**config.mk**
```make
export PLATFORM = sky130hd
export DESIGN_NAME = pipeline_hazard_ctrl
export DESIGN_NICKNAME = d
export VERILOG_FILES = /design/src/rtl/pipe_ctrl_pkg.sv /design/src/rtl/md_sequencer.sv /design/src/rtl/pipeline_hazard_ctrl.sv
export SDC_FILE = /design/constraint.sdc
export NUM_CORES = 1
export LEC_CHECK = 0
export BUFFER_PORTS_ARGS = -buffer_cell sky130_fd_sc_hd__buf_2
export CAP_MARGIN = 20
export CORE_ASPECT_RATIO = 0.7
export CORE_UTILIZATION = 37
export DETAILED_ROUTE_END_ITERATION = 12
export GPL_TIMING_DRIVEN = 1
export MAX_ROUTING_LAYER = met4
export PLACE_DENSITY = 0.91
export SLEW_MARGIN = 20
export SYNTH_ARGS = -nofsm -noshare
export SYNTH_HDL_FRONTEND = slang
export SYNTH_SLANG_ARGS = --single-unit
```
**constraint.sdc**
```tcl
create_clock -name clock -period 2.04 [get_ports clock]
set_input_delay 0.408 -clock clock [delete_from_list [all_inputs] [get_ports clock]]
set_output_delay 0.408 -clock clock [all_outputs]
set_load 0.1 [all_outputs]
```
**src/rtl/pipe_ctrl_pkg.sv**
```systemverilog
// rtl/pipe_ctrl_pkg.sv - shared types and constants for the pipeline hazard controller
package pipe_ctrl_pkg;

  typedef enum logic [1:0] {
    IDLE = 2'd0,
    BUSY = 2'd1,
    DONE = 2'd2
  } md_state_t;

  localparam logic [1:0] RSEL_SEQ = 2'd0;
  localparam logic [1:0] RSEL_FD  = 2'd1;
  localparam logic [1:0] RSEL_DX  = 2'd2;

  localparam logic [2:0] NOOP_LU = 3'd1;
  localparam logic [2:0] NOOP_FD = 3'd1;
  localparam logic [2:0] NOOP_DX = 3'd2;
  localparam logic [2:0] NOOP_MD = 3'd1;

endpackage

```
**src/rtl/md_sequencer.sv**
```systemverilog
// rtl/md_sequencer.sv - mult/div start/wait/done sequencer with a ready watchdog
module md_sequencer
  import pipe_ctrl_pkg::*;
#(
  parameter int MD_TIMEOUT = 40
) (
  input  logic clock,
  input  logic reset,
  input  logic start_req_i,
  input  logic md_ready_i,
  output logic busy_o,
  output logic done_o,
  output logic md_start_o,
  output logic md_error_o
);

  localparam int WD_W = $clog2(MD_TIMEOUT + 1);
  localparam logic [WD_W-1:0] WD_LAST = WD_W'(MD_TIMEOUT - 1);

  md_state_t       state_q, state_d;
  logic [WD_W-1:0] wd_q, wd_d;

  always_ff @(posedge clock) begin
    if (reset) begin
      state_q <= IDLE;
      wd_q    <= '0;
    end else begin
      state_q <= state_d;
      wd_q    <= wd_d;
    end
  end

  always_comb begin
    state_d    = state_q;
    wd_d       = wd_q;
    md_start_o = 1'b0;
    md_error_o = 1'b0;
    case (state_q)
      IDLE: begin
        if (start_req_i) begin
          state_d    = BUSY;
          wd_d       = '0;
          md_start_o = 1'b1;
        end
      end
      BUSY: begin
        wd_d = wd_q + 1'b1;
        if (md_ready_i) begin
          state_d = DONE;
        end else if (wd_q == WD_LAST) begin
          state_d    = IDLE;
          md_error_o = 1'b1;
        end
      end
      DONE:    state_d = IDLE;
      default: state_d = IDLE;
    endcase
  end

  assign busy_o = (state_q == BUSY);
  assign done_o = (state_q == DONE);

endmodule

```
**src/rtl/pipeline_hazard_ctrl.sv**
```systemverilog
// rtl/pipeline_hazard_ctrl.sv - 5-stage hazard/flow controller; PIPE_PERF_COUNT_EN adds event counters
module pipeline_hazard_ctrl
  import pipe_ctrl_pkg::*;
#(
  parameter int REG_AW     = 5,
  parameter int MD_TIMEOUT = 40,
  parameter int CNT_W      = 32
) (
  input  logic              clock,
  input  logic              reset,
  input  logic [REG_AW-1:0] fd_rs,
  input  logic [REG_AW-1:0] fd_rt,
  input  logic              fd_uses_rs,
  input  logic              fd_uses_rt,
  input  logic              fd_jump,
  input  logic [REG_AW-1:0] dx_rd,
  input  logic              dx_is_load,
  input  logic              dx_branch,
  input  logic              dx_taken,
  input  logic              dx_pred_taken,
  input  logic              dx_jr,
  input  logic              dx_md,
  input  logic              md_ready,
  output logic              pc_we,
  output logic              fd_we,
  output logic              dx_we,
  output logic              fd_flush,
  output logic              dx_bubble,
  output logic              xm_bubble,
  output logic              md_start,
  output logic              md_error,
  output logic [1:0]        redirect_sel,
  output logic [2:0]        ev_noops,
  output logic              ev_mispredict,
  output logic [CNT_W-1:0]  cnt_noops,
  output logic [CNT_W-1:0]  cnt_mispredicts
);

  logic load_use, br_mispred, dx_redir;
  logic md_busy, md_done, seq_start, seq_error;

  assign load_use = dx_is_load && (dx_rd != '0) &&
                    ((fd_uses_rs && (fd_rs == dx_rd)) || (fd_uses_rt && (fd_rt == dx_rd)));
  assign br_mispred = dx_branch && (dx_taken != dx_pred_taken);
  assign dx_redir   = dx_jr || br_mispred;

  md_sequencer #(
    .MD_TIMEOUT(MD_TIMEOUT)
  ) u_md_seq (
    .clock      (clock),
    .reset      (reset),
    .start_req_i(dx_md && !dx_redir),
    .md_ready_i (md_ready),
    .busy_o     (md_busy),
    .done_o     (md_done),
    .md_start_o (seq_start),
    .md_error_o (seq_error)
  );

  assign md_start = seq_start && !reset;
  assign md_error = seq_error && !reset;

  // DONE falls through to the normal priority chain; X still holds the mult/div there.
  always_comb begin
    pc_we         = 1'b1;
    fd_we         = 1'b1;
    dx_we         = 1'b1;
    fd_flush      = 1'b0;
    dx_bubble     = 1'b0;
    xm_bubble     = 1'b0;
    redirect_sel  = RSEL_SEQ;
    ev_noops      = 3'd0;
    ev_mispredict = 1'b0;
    if (reset) begin
      pc_we = 1'b1;
    end else if (md_busy) begin
      pc_we     = 1'b0;
      fd_we     = 1'b0;
      dx_we     = 1'b0;
      xm_bubble = 1'b1;
      ev_noops  = NOOP_MD;
    end else if (dx_redir) begin
      fd_flush      = 1'b1;
      dx_bubble     = 1'b1;
      redirect_sel  = RSEL_DX;
      ev_noops      = NOOP_DX;
      ev_mispredict = br_mispred && !dx_jr;
    end else if (load_use) begin
      pc_we     = 1'b0;
      fd_we     = 1'b0;
      dx_bubble = 1'b1;
      ev_noops  = NOOP_LU;
    end else if (fd_jump) begin
      fd_flush     = 1'b1;
      redirect_sel = RSEL_FD;
      ev_noops     = NOOP_FD;
    end
  end

`ifdef PIPE_PERF_COUNT_EN
  logic [CNT_W-1:0] cnt_noops_q, cnt_noops_d;
  logic [CNT_W-1:0] cnt_mis_q, cnt_mis_d;
  logic [CNT_W:0]   noops_sum;

  always_comb begin
    noops_sum   = {1'b0, cnt_noops_q} + {{(CNT_W-2){1'b0}}, ev_noops};
    cnt_noops_d = noops_sum[CNT_W] ? '1 : noops_sum[CNT_W-1:0];
    cnt_mis_d   = (&cnt_mis_q) ? cnt_mis_q : cnt_mis_q + {{(CNT_W-1){1'b0}}, ev_mispredict};
  end

  always_ff @(posedge clock) begin
    if (reset) begin
      cnt_noops_q <= '0;
      cnt_mis_q   <= '0;
    end else begin
      cnt_noops_q <= cnt_noops_d;
      cnt_mis_q   <= cnt_mis_d;
    end
  end

  assign cnt_noops       = cnt_noops_q;
  assign cnt_mispredicts = cnt_mis_q;
`else
  assign cnt_noops       = '0;
  assign cnt_mispredicts = '0;
`endif

endmodule

```
==> run summary <==
most frequent cells after synthesis = buf_4 (67), xor2_1 (11), dfxtp_1 (8)
flop2flop setup slack = 0.46 ns
Peak VDD IR = 0.353 mV
initial core utilization = 39.9%
worst skew pair latency = 0.23 ns
hold crit path type = input pin to register
Bufs and invs on worst path = 2
gr usage total = 15.6%
diode count = 0
first-pass GRT wire length = 3740 um
cts bufs inserted = 3
Critical Path RT = 1.63 ns
cell internal pwr = 414 uW
GRT overflow = 0
CTS Buffer Depth = 2
Worst Skew = 0.00785 ns
part of the cycle the worst path needs = 111%
Finished Layout Cells = 225
Comb pwr share = 70.2%
failing checks = setup timing
TritonCTS clock tree = yes
area delta synth->final = 42.6%
Post-Synthesis Cell Area = 0.00113 mm^2
Final HPWL DP = 2040 um
total iterations of the first detailed-routing run = 4
vias in the first global route = 769
I/O Pins = 105
synth warn = 0
placer congestion estimate = 0.838
MaxCap Viol Count = 0
Final Hold Fails = 0
fin util = 56.9%
WL final = 2880 um
Static Leak = 0.000738 uW
count leader, synth = buf_4
top cell type's share of synthesized area = 44.4%
Crit Path Class = input pin to output port
Cell Pwr Density = 746 mW/mm^2
layout cells sized above 1 = 39.2%
via count = 993
Critical Path Start Type = input pin
Die Area = 0.00329 mm^2
DR iter-0 viols = 49
CP max-delay cell = or2_4
fmax = 0.440 GHz
sw power = 792 uW
PnR worst setup slack = -0.234 ns
fraction of registers with async set/reset = 0%
count of final setup violators = 6
Synth area leaders = buf_4 (44%), dfxtp_1 (14%), xor2_1 (8.5%)
CP delay by family, top = simple AND/OR/NAND/NOR gates
Nets = 219
Syn Area/Cell = 7.82 um^2
Die Width = 68.2 um
PortBufs = 39
Post-Syn Instances = 145
Root Buffer = clkbuf_8
antenna violations before repair = 0
Cell Rows = 16
Clock transition at path regs = 0.05 ns
power share of the clock group = 16.1%
Unique masters post-synth = 34
largest net degree at the start of global routing = 8
drt drc = 0
CP Capture Type = output port
CP cell instances = buf_6 > xor2_2 > nor4_2 > a32oi_1 > or2_4 > o21a_4 > buf_12
Reg power frac = 13.7%
dominant synthesized flop cell = dfxtp_1
CORE AREA = 0.00284 mm^2
crit-path max FO = 4
switching share of total power = 65.7%
flops & latches, synth = 8
status = finished, violations left
finished layout cell area = 0.00162 mm^2
CP arrival = 1.87 ns
H-tree levels = 1
placed insts = 221
vias per cell = 4.41
Post-synth EDFFs = 0
register area share after synthesis = 14.1%
DIE HEIGHT = 48.3 um
fin. max-slew vios = 0
placed cell area = 0.00148 mm^2
area leader, netlist = buf_4
Critical Path Max Stage Delay = 0.31 ns
drt wl/cell = 12.8 um
RSZ-0062 raised after global routing = yes
fin crit period = 2.27 ns
setup TNS = -1.19 ns
number of clock sinks = 8
ANT nets after route = 0
## flip-flops by register name, indices dropped and copies added (netlist names)
register,cells
u_md_seq.wd_q,6
u_md_seq.state_q,2
## worst paths after layout
kind,startpoint,endpoint,depth (start not counted)
max,fd_rs[4],pc_we,7
min,md_ready,u_md_seq.state_q[1],2
max reg2reg,u_md_seq.state_q[1],u_md_seq.wd_q[5],5
min reg2reg,u_md_seq.wd_q[5],u_md_seq.wd_q[5],2
## metrics by stage
| step | hold slack (ns) | setup slack [ns] | total power [uW] |
|---|---|---|---|
| floorplan | 0.468 | -0.305 | 969 |
| global placement | 0.494 | -0.188 | 978 |
| detailed placement | 0.518 | -0.246 | 984 |
| CTS | 0.487 | -0.196 | 1190 |
| global route | 0.520 | -0.285 | 1230 |
| finish | 0.507 | -0.234 | 1210 |
## placed cells by master (no fill, tap or decap), types with 2 or more instances in the layout
cell,count
xnor2_1,3
a21oi_4,3
o21ai_4,3
nand2_1,3
buf_2,21
nor4_2,2
xor2_1,9
buf_4,5
nor2_1,5
and3_1,2
dfxtp_1,8
nor3_4,2
buf_6,5
buf_12,12
nand3b_1,3
conb_1,65
clkinvlp_4,2
nand4_1,2
clkbuf_8,3
nand2b_1,3
## power by group through the flow
stage | clock network, uW | logic [uW] | registers, uW
final | 195 | 847 | 165
after global routing | 204 | 865 | 165
after CTS | 196 | 827 | 165
after detailed placement | 0 | 817 | 167
after global placement | 0 | 811 | 167
after floorplan | 0 | 803 | 166
## worst reg2reg max path: cells and delay by family (launching register included)
family           cells  cell delay [ns]
AND/OR/NAND/NOR      3             0.83
flip-flops           1             0.33
AO/OA/AOI/OAI        1             0.15
XOR/XNOR             1             0.15
## cell type report
cell class	instances	area, um^2
clock buffer	3	41.3
fill	249	1230
inverter	2	15.0
multi-input combinational	132	901
sequential	8	160
tap	36	45.0
timing repair buffer	44	454
## kinds of logic after synthesis
family | after synthesis | share of synthesized area [%]
buffers and inverters | 69 | 45.0
and+or+nand+nor | 37 | 20.0
AOI/OAI and AO/OA | 15 | 8.61
xor gates and xnor gates | 14 | 10.8
DFF | 8 | 14.1
adders and majority gates | 1 | 1.10
other | 1 | 0.331
## metal layers
| layer | vias to the layer above | track usage [%] | share of wire, % |
|---|---|---|---|
| met2 | 69 | 25.2 | 52 |
| met5 | - | - | 0 |
| met3 | 10 | 4.72 | 8.4 |
| met1 | 470 | 18.9 | 37 |
| li1 | 444 | - | - |
| met4 | 0 | 3.13 | 2.3 |
## repair_timing
item	in CTS	in global routing
setup endpoints to repair	6	6
cloned	0	0
pin swaps	7	10
hold endpoints to repair	0	0
gates resized for setup	8	11
hold buffers	0	0
buffers inserted	1	1
(Power assumes the default switching activity.)
